$ cat src/rtl/trig_pkg.sv
// Shared constants, FSM state type and small helpers for the sequential sine controller.
package trig_pkg;

   typedef enum logic [3:0] {
      S_IDLE,
      S_REDUCE,
      S_ERR,
      S_RAD,
      S_X2,
      S_T3,
      S_T5,
      S_T7,
      S_T9,
      S_FINAL
   } state_t;

   localparam int unsigned SCALE       = 10000;
   localparam int unsigned RAD_NUM     = 220000;
   localparam int unsigned RAD_DEN     = 1260;
   localparam int unsigned DIV_T3      = 60000;
   localparam int unsigned DIV_T5      = 200000;
   localparam int unsigned DIV_T7      = 420000;
   localparam int unsigned DIV_T9      = 720000;
   localparam int unsigned DIV_CYCLES  = 32;
   localparam int unsigned ANGLE_LIMIT = 360;

   function automatic logic is_div_state(input state_t s);
      return (s == S_RAD) || (s == S_X2) || (s == S_T3) ||
             (s == S_T5)  || (s == S_T7) || (s == S_T9);
   endfunction

   // Constant divisor used by each division state.
   function automatic logic [31:0] state_divisor(input state_t s);
      case (s)
         S_RAD:   return RAD_DEN;
         S_X2:    return SCALE;
         S_T3:    return DIV_T3;
         S_T5:    return DIV_T5;
         S_T7:    return DIV_T7;
         S_T9:    return DIV_T9;
         default: return 32'd1;
      endcase
   endfunction

endpackage

$ cat src/rtl/trig_div32.sv
// Restoring unsigned 32/32 divider: operands taken on go, quotient valid when rdy pulses
// after exactly DIV_CYCLES iterations (the first iteration happens on the go edge).
module trig_div32
   import trig_pkg::*;
(
   input  logic        clk,
   input  logic        rst_n,
   input  logic        go,
   input  logic [31:0] dividend,
   input  logic [31:0] divisor,
   output logic [31:0] quotient,
   output logic        rdy
);

   logic [31:0] r_rem;
   logic [31:0] r_quo;
   logic [31:0] r_dvs;
   logic [5:0]  r_cnt;
   logic        r_active;
   logic        r_rdy;

   logic [31:0] w_rem_in;
   logic [31:0] w_quo_in;
   logic [31:0] w_dvs;
   logic [32:0] w_shift;
   logic [32:0] w_diff;
   logic        w_ge;
   logic [31:0] w_rem_next;
   logic [31:0] w_quo_next;

   // On go the step runs directly on the new operands, so no load-only cycle exists.
   always_comb begin
      w_rem_in   = go ? 32'd0    : r_rem;
      w_quo_in   = go ? dividend : r_quo;
      w_dvs      = go ? divisor  : r_dvs;
      w_shift    = {w_rem_in, w_quo_in[31]};
      w_diff     = w_shift - {1'b0, w_dvs};
      w_ge       = (w_shift >= {1'b0, w_dvs});
      w_rem_next = w_ge ? w_diff[31:0] : w_shift[31:0];
      w_quo_next = {w_quo_in[30:0], w_ge};
   end

   always_ff @(posedge clk or negedge rst_n) begin
      if (!rst_n) begin
         r_rem    <= '0;
         r_quo    <= '0;
         r_dvs    <= '0;
         r_cnt    <= '0;
         r_active <= 1'b0;
         r_rdy    <= 1'b0;
      end else if (go) begin
         r_rem    <= w_rem_next;
         r_quo    <= w_quo_next;
         r_dvs    <= divisor;
         r_cnt    <= 6'(DIV_CYCLES - 1);
         r_active <= 1'b1;
         r_rdy    <= 1'b0;
      end else if (r_active) begin
         r_rem <= w_rem_next;
         r_quo <= w_quo_next;
         r_cnt <= r_cnt - 6'd1;
         if (r_cnt == 6'd1) begin
            r_active <= 1'b0;
            r_rdy    <= 1'b1;
         end else begin
            r_rdy <= 1'b0;
         end
      end else begin
         r_rdy <= 1'b0;
      end
   end

   assign quotient = r_quo;
   assign rdy      = r_rdy;

endmodule

$ cat src/rtl/sin_seq_ctrl.sv
// Sequential sine (optionally cosine via TRIG_COS_EN) of an integer angle in degrees,
// result x10000, evaluated with a 5-term Taylor series on one shared iterative divider.
module sin_seq_ctrl
   import trig_pkg::*;
(
   input  logic               clk,
   input  logic               rst_n,
   input  logic               start,
   input  logic [15:0]        angle,
`ifdef TRIG_COS_EN
   input  logic               func_sel,
`endif
   output logic               busy,
   output logic               done,
   output logic               err,
   output logic signed [15:0] result
);

   state_t r_state;
   state_t w_state_next;

   logic [15:0]        r_angle;
`ifdef TRIG_COS_EN
   logic               r_func;
`endif
   logic [8:0]         r_d;
   logic               r_neg;
   logic [31:0]        r_x;
   logic [31:0]        r_x2;
   logic [31:0]        r_t;
   logic signed [17:0] r_acc;
   logic               r_go;
   logic               r_busy;
   logic               r_done;
   logic               r_err;
   logic signed [15:0] r_result;

   logic               w_angle_bad;
   logic [16:0]        w_a;
   logic [8:0]         w_d;
   logic               w_neg;
   logic [31:0]        w_dividend;
   logic [31:0]        w_divisor;
   logic [31:0]        w_quotient;
   logic               w_rdy;
   logic signed [17:0] w_q18;
   logic signed [17:0] w_mag;

   assign w_angle_bad = (r_angle >= 16'(ANGLE_LIMIT));

   // Optional cosine shift, then fold into the first quadrant.
   always_comb begin
`ifdef TRIG_COS_EN
      w_a = {1'b0, r_angle};
      if (r_func) begin
         w_a = {1'b0, r_angle} + 17'd90;
         if (w_a >= 17'(ANGLE_LIMIT)) w_a = w_a - 17'(ANGLE_LIMIT);
      end
`else
      w_a = {1'b0, r_angle};
`endif
      if (w_a <= 17'd90) begin
         w_d   = 9'(w_a);
         w_neg = 1'b0;
      end else if (w_a <= 17'd180) begin
         w_d   = 9'(17'd180 - w_a);
         w_neg = 1'b0;
      end else if (w_a <= 17'd270) begin
         w_d   = 9'(w_a - 17'd180);
         w_neg = 1'b1;
      end else begin
         w_d   = 9'(17'(ANGLE_LIMIT) - w_a);
         w_neg = 1'b1;
      end
   end

   always_comb begin
      w_dividend = '0;
      case (r_state)
         S_RAD:                  w_dividend = 32'(r_d) * RAD_NUM;
         S_X2:                   w_dividend = r_x * r_x;
         S_T3:                   w_dividend = r_x * r_x2;
         S_T5, S_T7, S_T9:       w_dividend = r_t * r_x2;
         default:                w_dividend = '0;
      endcase
      w_divisor = state_divisor(r_state);
   end

   trig_div32 u_div (
      .clk      (clk),
      .rst_n    (rst_n),
      .go       (r_go),
      .dividend (w_dividend),
      .divisor  (w_divisor),
      .quotient (w_quotient),
      .rdy      (w_rdy)
   );

   always_ff @(posedge clk or negedge rst_n) begin
      if (!rst_n) r_state <= S_IDLE;
      else        r_state <= w_state_next;
   end

   always_comb begin
      w_state_next = r_state;
      case (r_state)
         S_IDLE:   if (start) w_state_next = S_REDUCE;
         S_REDUCE: w_state_next = w_angle_bad ? S_ERR : S_RAD;
         S_ERR:    w_state_next = S_IDLE;
         S_RAD:    if (w_rdy) w_state_next = S_X2;
         S_X2:     if (w_rdy) w_state_next = S_T3;
         S_T3:     if (w_rdy) w_state_next = S_T5;
         S_T5:     if (w_rdy) w_state_next = S_T7;
         S_T7:     if (w_rdy) w_state_next = S_T9;
         S_T9:     if (w_rdy) w_state_next = S_FINAL;
         S_FINAL:  w_state_next = S_IDLE;
         default:  w_state_next = S_IDLE;
      endcase
   end

   assign w_q18 = $signed(w_quotient[17:0]);

   always_comb begin
      w_mag = r_acc;
      if (r_acc < 18'sd0)                   w_mag = 18'sd0;
      else if (r_acc > 18'sd10000)          w_mag = 18'(SCALE);
   end

   // Division issue pulse fires on the first cycle of each division state.
   always_ff @(posedge clk or negedge rst_n) begin
      if (!rst_n) begin
         r_angle  <= '0;
`ifdef TRIG_COS_EN
         r_func   <= 1'b0;
`endif
         r_d      <= '0;
         r_neg    <= 1'b0;
         r_x      <= '0;
         r_x2     <= '0;
         r_t      <= '0;
         r_acc    <= '0;
         r_go     <= 1'b0;
         r_busy   <= 1'b0;
         r_done   <= 1'b0;
         r_err    <= 1'b0;
         r_result <= '0;
      end else begin
         r_go   <= is_div_state(w_state_next) && (w_state_next != r_state);
         r_busy <= (w_state_next != S_IDLE) && (w_state_next != S_REDUCE);
         r_done <= 1'b0;
         case (r_state)
            S_IDLE: if (start) begin
               r_angle <= angle;
`ifdef TRIG_COS_EN
               r_func  <= func_sel;
`endif
            end
            S_REDUCE: begin
               r_d   <= w_d;
               r_neg <= w_neg;
            end
            S_ERR: begin
               r_result <= '0;
               r_err    <= 1'b1;
               r_done   <= 1'b1;
            end
            S_RAD: if (w_rdy) begin
               r_x   <= w_quotient;
               r_acc <= w_q18;
            end
            S_X2: if (w_rdy) r_x2 <= w_quotient;
            S_T3: if (w_rdy) begin
               r_t   <= w_quotient;
               r_acc <= r_acc - w_q18;
            end
            S_T5: if (w_rdy) begin
               r_t   <= w_quotient;
               r_acc <= r_acc + w_q18;
            end
            S_T7: if (w_rdy) begin
               r_t   <= w_quotient;
               r_acc <= r_acc - w_q18;
            end
            S_T9: if (w_rdy) begin
               r_t   <= w_quotient;
               r_acc <= r_acc + w_q18;
            end
            S_FINAL: begin
               r_result <= r_neg ? 16'(-w_mag) : 16'(w_mag);
               r_err    <= 1'b0;
               r_done   <= 1'b1;
            end
            default: ;
         endcase
      end
   end

   assign busy   = r_busy;
   assign done   = r_done;
   assign err    = r_err;
   assign result = r_result;

endmodule

$ cat config.mk
export PLATFORM = sky130hd
export DESIGN_NAME = sin_seq_ctrl
export DESIGN_NICKNAME = d
export VERILOG_FILES = /design/src/rtl/trig_pkg.sv /design/src/rtl/trig_div32.sv /design/src/rtl/sin_seq_ctrl.sv
export SDC_FILE = /design/constraint.sdc
export NUM_CORES = 2
export LEC_CHECK = 0
export BUFFER_PORTS_ARGS = -buffer_cell sky130_fd_sc_hd__buf_2
export CORE_MARGIN = 4
export CORE_UTILIZATION = 28
export DETAILED_ROUTE_END_ITERATION = 12
export MAX_ROUTING_LAYER = met4
export PLACE_DENSITY_LB_ADDON = 0.15
export REMOVE_ABC_BUFFERS = 1
export SLEW_MARGIN = 15
export SYNTH_ARGS = -nofsm -noshare
export SYNTH_HDL_FRONTEND = slang
export SYNTH_SLANG_ARGS = --single-unit
export TNS_END_PERCENT = 1
$ cat constraint.sdc
create_clock -name clk -period 10.8 [get_ports clk]
set_input_delay 1.08 -clock clk [delete_from_list [all_inputs] [get_ports clk]]
set_output_delay 1.08 -clock clk [all_outputs]
set_load 0.01 [all_outputs]
---- Yosys cells after proc, flatten, opt, wreduce, memory -nomap -nowiden ----
Index checks and enable logic that the tools add are counted.
operators by class
  $add $sub $neg .......................... 8
  multipliers ............................. 4
  magnitude comparators ................... 7
  eq/ne operators ......................... 21
  multiplexer cells ....................... 42
  reductions and logical operators ........ 22
operators with widths
  cell                   number
  $mux 32                8
  $pmux 32 s4            1
  $pmux 20 s6            1
  $mul 32x32->32         3
  $mux 18                3
  $pmux 18 s3            1
  $mux 16                3
  $ge 33x32->1           1
  $eq 4x3->1 const B     8
  $pmux 16 s2            1
  $pmux 4 s8             1
  $sub 32x32->32         1
  $mux 4                 7
  $mux 9                 3
  $mul 9x13->22 const B  1
  $add 18x18->18         1
  $gt 18x15->1 const B   1
  $lt 18x1->1 const B    1
  $sub 18x18->18         1
  $ge 16x9->1 const B    1
  $le 16x7->1 const B    1
  $le 16x8->1 const B    1
  $le 16x9->1 const B    1
  $neg 16->16            1
  25 further kinds       52
storage, ports and cells
  register bits ........................... 268
  input bits .............................. 19
  output and inout bits ................... 19
  logic and storage cells ................. 123

---- Logic depth before layout (Yosys ltp) ----
  word-level depth ........................ 10
  gate-level depth with buffers ........... 42
  gate-level depth less buffers ........... 39

---- Hierarchy ----
From an unflattened synthesis, not the netlist that was laid out.
unflattened totals
  cell total of the unflattened synthesis .. 6694
  area total of the unflattened synthesis .. 62063.3 um2
modules (own cells, without submodules)
  module        times used  cells each  area each (um2)  seq. area each (um2)
  sin_seq_ctrl  1           5990        55587.1          4103.9
  trig_div32    1           704         6476.2           2602.5

---- Least setup slack after synthesis ----
OpenSTA, ideal clock, no wires.
  path kind ............................... reg-to-reg
  start point ............................. reg r_x[4]
  end point ............................... reg u_div.r_rem[28]
  setup time .............................. 138 ps
  data arrival time ....................... 9669 ps
  data required time ...................... 10662 ps
  slack ................................... 993 ps
  cell stages (with the launch flop) ...... 38
  path buffers ............................ 2
  clock period less this slack ............ 9807 ps
  cell sequence ........................... dfrtp_1 > clkbuf_1 > clkbuf_1 > nand2_1 > fa_1 > fa_1 > inv_1 > fa_1 > inv_1 > fa_1 > inv_1 > fa_1 > inv_1 > fa_1 > inv_1 > fa_1 > fa_1 > ha_1 > [2 not listed] > o21ai_0 > a211oi_1 > a2111o_1 > o221ai_1 > a211oi_1 > ha_1 > fa_1 > nor2b_1 > o21a_1 > o21ai_0 > a21oi_1 > o21ai_0 > a211oi_1 > o41ai_1 > o21ai_0 > a41oi_1 > xor2_1 > o22ai_1
on the way
  word-level cells in the longest chain between the ends .. 7
  elaborated cells between the ends (all ways) .. 9
  classes of those cells .................. 1 x add/sub; 2 x mul; 1 x order compare; 5 x mux
RTL lines
  element                                         line                                    RTL
  start: declaration                              sin_seq_ctrl.sv:28                      logic [31:0] r_x;
  start signal: assignment                        sin_seq_ctrl.sv:168                     r_x <= w_quotient;
  $mul 32x32->32 (on tied branches)               sin_seq_ctrl.sv:82, sin_seq_ctrl.sv:81
  $pmux 32 s4 (*)                                 sin_seq_ctrl.sv:79                      case (r_state)
  $mux 32 (*)                                     trig_div32.sv:34                        w_quo_in = go ? dividend : r_quo;
  $sub 32x32->32 or $ge 33x32->1 (tied branches)  trig_div32.sv:37, trig_div32.sv:38
  $mux 32 (*)                                     trig_div32.sv:39                        w_rem_next = w_ge ? w_diff[31:0] : w_shift[31:0];
  $mux 32                                         trig_div32.sv:58                        end else if (r_active) begin
  $mux 32 (*)                                     trig_div32.sv:51                        end else if (go) begin
  end signal: assignment                          trig_div32.sv:52                        r_rem <= w_rem_next;
  end signal: assignment                          trig_div32.sv:59                        r_rem <= w_rem_next;
  end: declaration                                trig_div32.sv:15                        logic [31:0] r_rem;
Mark *: on every way between the ends. The rest lies on a longest branch, timed or not. The select of a mux whose other input is x is not followed.
A chain may end at the register's enable or synchronous reset.

---- Worst setup path after layout ----
  start point ............................. reg r_x[13]
  end point ............................... reg u_div.r_rem[24]
Same word-level chain as after synthesis.

==> results.yml <==
run_status:
  outcome: "finished clean"
floorplan:
  fp.coreArea_um2: 220000
  start_util: 0.281
  top_level_ports: 38
  die-area_um2: 228000
  row_count: 172
  fp.dieH_um: 478
  die_w_um: 478
timing:
  period_needed_ps: 10190
  drv_slew: 0
  relSlewSlack: 0.279
  hold_ws_ps: 427
  fmax_ghz: 0.0981
  tightestPinTransition_ps: 1070
  setup_viol: 0
  finClkSkew_ps: 58.9
  fin_tns_setup_ps: 0
  rsz0062_at_grt: "no"
  final_hold_viol_count: 0
  finalCritPeriodShare: 0.943
  timing.final.ws_setup_ps: 611
critical_path:
  crit_fanout: 14
  r2r_start: "r_x[13]$_DFFE_PN0P_"
  crit_arrival_ps: 10670
  reg2reg_to: "u_div.r_rem[24]$_DFFE_PN0P_"
  regToRegSetupSlack_ps: 610
  slowest_stage: "fa_1"
  end_kind: "flop"
  worstPathRequired_ps: 11280
  path_buf_inv: 10
  worstSetupStartpointType: "flop"
  crit_type: "flop to flop"
  r2r_cells: 42
  cpPeakStageDelay_ps: 620
  crit_family: "adder cells"
grt:
  grt_max_degree: 126
  track_usage: 0.188
  grt_pass1_vias: 49799
  antenna_found_initial: 25
  grt_pass1_wl_mm: 319
  grt_remaining_overflow: 0
route:
  vias: 45029
  antenna_left: 0
  drt_iter0_drc: 2465
  drt_wl_total_mm: 206
  drc: 0
  first_pass_iters: 7
  wl_per_cell_um: 21.2
  vias_per_cell: 4.64
synthesis:
  syn_inst: 6766
  yosys_most_used_dff: "dfrtp_1"
  yosysTopAreaCellShare: 0.396
  synth_warnings: 0
  synth-seq-area-share: 0.108
  yosys.area.top_type: "fa_1"
  async_flop_share: 1.00
  synth_area_um2: 61800
  synth-edff-count: 0
  synthDistinctLibCells: 78
  ys_seq_elements: 268
  synth.area.top_cells: "fa_1, dfrtp_1, ha_1, inv_1, and2_1"
  synth.avg_cell_area_um2: 9.14
finish:
  area_delta_synth_final_pct: 10.1
  final_cell_mix: "inv_1, fa_1, nand2_1"
  design_area_um2: 68100
  final_common_cell: "inv_1"
  fin_nets: 8432
  drive_gt1_frac: 0.0739
power:
  power_density_nw_per_um2: 36.0
  peakVddDrop_mv: 0.119
  p_leak_nw: 34.6
worst_hold_path:
  min_path_type: "input pin to async pin"
clock_tree:
  tritoncts: "done"
  cts_max_path_buffers: 3
  clock-sinks: 268
  cts_buffers: 40
  cts_max_level: 2
  cts-root-buf: "clkbuf_16"
  clk-insertion-delay-late_ps: 640
  clkTransAtPathRegs_ps: 60
place:
  placed_area_um2: 66600
  preCtsSetupSlack_ps: 195
  dpl.hpwl_mm: 167
  io_buffers: 37
  gp_congestion: 0.858
run:
  drv_cap: 0
-- sequential cells by signal, indices dropped and copies added (netlist names) --
signal          count
r_t                32
r_x2               32
r_x                32
u_div.quotient     32
u_div.r_dvs        32
u_div.r_rem        32
r_acc              18
r_angle            16
result             16
r_d                 9
u_div.r_cnt         6
r_state             4
busy                1
done                1
err                 1
r_go                1
r_neg               1
u_div.r_active      1
u_div.rdy           1
-- final cells by class --
class,instances,area [µm²]
sequential,268,6750
timing repair buffer,268,2380
clock buffer,58,1160
fill,23207,152000
antenna,5,12.5
tap,2958,3700
clock inverter,14,231
inverter,1361,5110
multi-input combinational,4773,48800
-- per-layer routing --
metal	wire, µm	global-route usage	vias to the layer above	share of wire
met5	0	-	-	0
met2	95500	0.299	817	0.46
met1	97700	0.259	23626	0.47
met4	2990	0.0277	0	0.015
met3	9930	0.0273	146	0.048
li1	-	-	20440	-
-- cells in the mapped netlist, drive strengths merged (6+ instances only) --
cell type and instances:
a2111oi 6, a211oi 22, a21boi 12, a21o 52
a21oi 212, a221oi 16, a22o 14, a22oi 25
a31oi 29, a41oi 6, and2 726, and3 20
buf 11, clkbuf 353, dfrtp 268, fa 1223
ha 478, inv 1360, mux2 91, mux2i 15
nand2 772, nand2b 39, nand3 44, nand4 7
nor2 173, nor2b 61, nor3 34, nor4 11
o211ai 12, o21a 37, o21ai 153, o21bai 16
o221ai 6, o22ai 42, o31ai 16, o41ai 7
or2 14, or3 15, xnor2 212, xor2 90
-- power by group --
group | switching, W | internal, W
registers | 0 | 0.00100
clock network | 0.000594 | 0.000829
logic | 0.0000233 | 0.00000364
-- cell families after synthesis --
family	count (synthesis)	synth area share
compound gates	733	0.0761
xor+xnor	303	0.0431
fa+ha+maj	1702	0.493
buf+inv	1725	0.105
flops	268	0.108
mux	106	0.0190
simple gates	1929	0.156
-- stage by stage --
stage,total power (W),cells,util
floorplan,0.00102,6402,-
global placement,0.00105,9620,0.303
detailed placement,0.00105,9620,0.303
CTS,0.00251,9692,0.309
global route,0.00253,9702,0.310
finish,0.00245,9705,0.310
-- how the worst max path moves through the flow --
stage                              from                           to  slack, ps  cells after the start
global placement     r_x[2]$_DFFE_PN0P_  u_div.r_rem[28]$_DFFE_PN0P_        120                     44
detailed placement   r_x[2]$_DFFE_PN0P_  u_div.r_rem[28]$_DFFE_PN0P_        200                     42
finish              r_x[13]$_DFFE_PN0P_  u_div.r_rem[24]$_DFFE_PN0P_        610                     42
global route         r_x[9]$_DFFE_PN0P_  u_div.r_rem[24]$_DFFE_PN0P_         20                     43
floorplan            r_x[2]$_DFFE_PN0P_  u_div.r_rem[15]$_DFFE_PN0P_        610                     34
CTS                  r_x[2]$_DFFE_PN0P_  u_div.r_rem[28]$_DFFE_PN0P_        100                     42
-- repair_timing --
action	CTS	global route
gates resized for setup	0	12
setup endpoints to repair	0	32
hold buffers	0	0
buffers inserted	0	8
(Power assumes the default switching activity.)
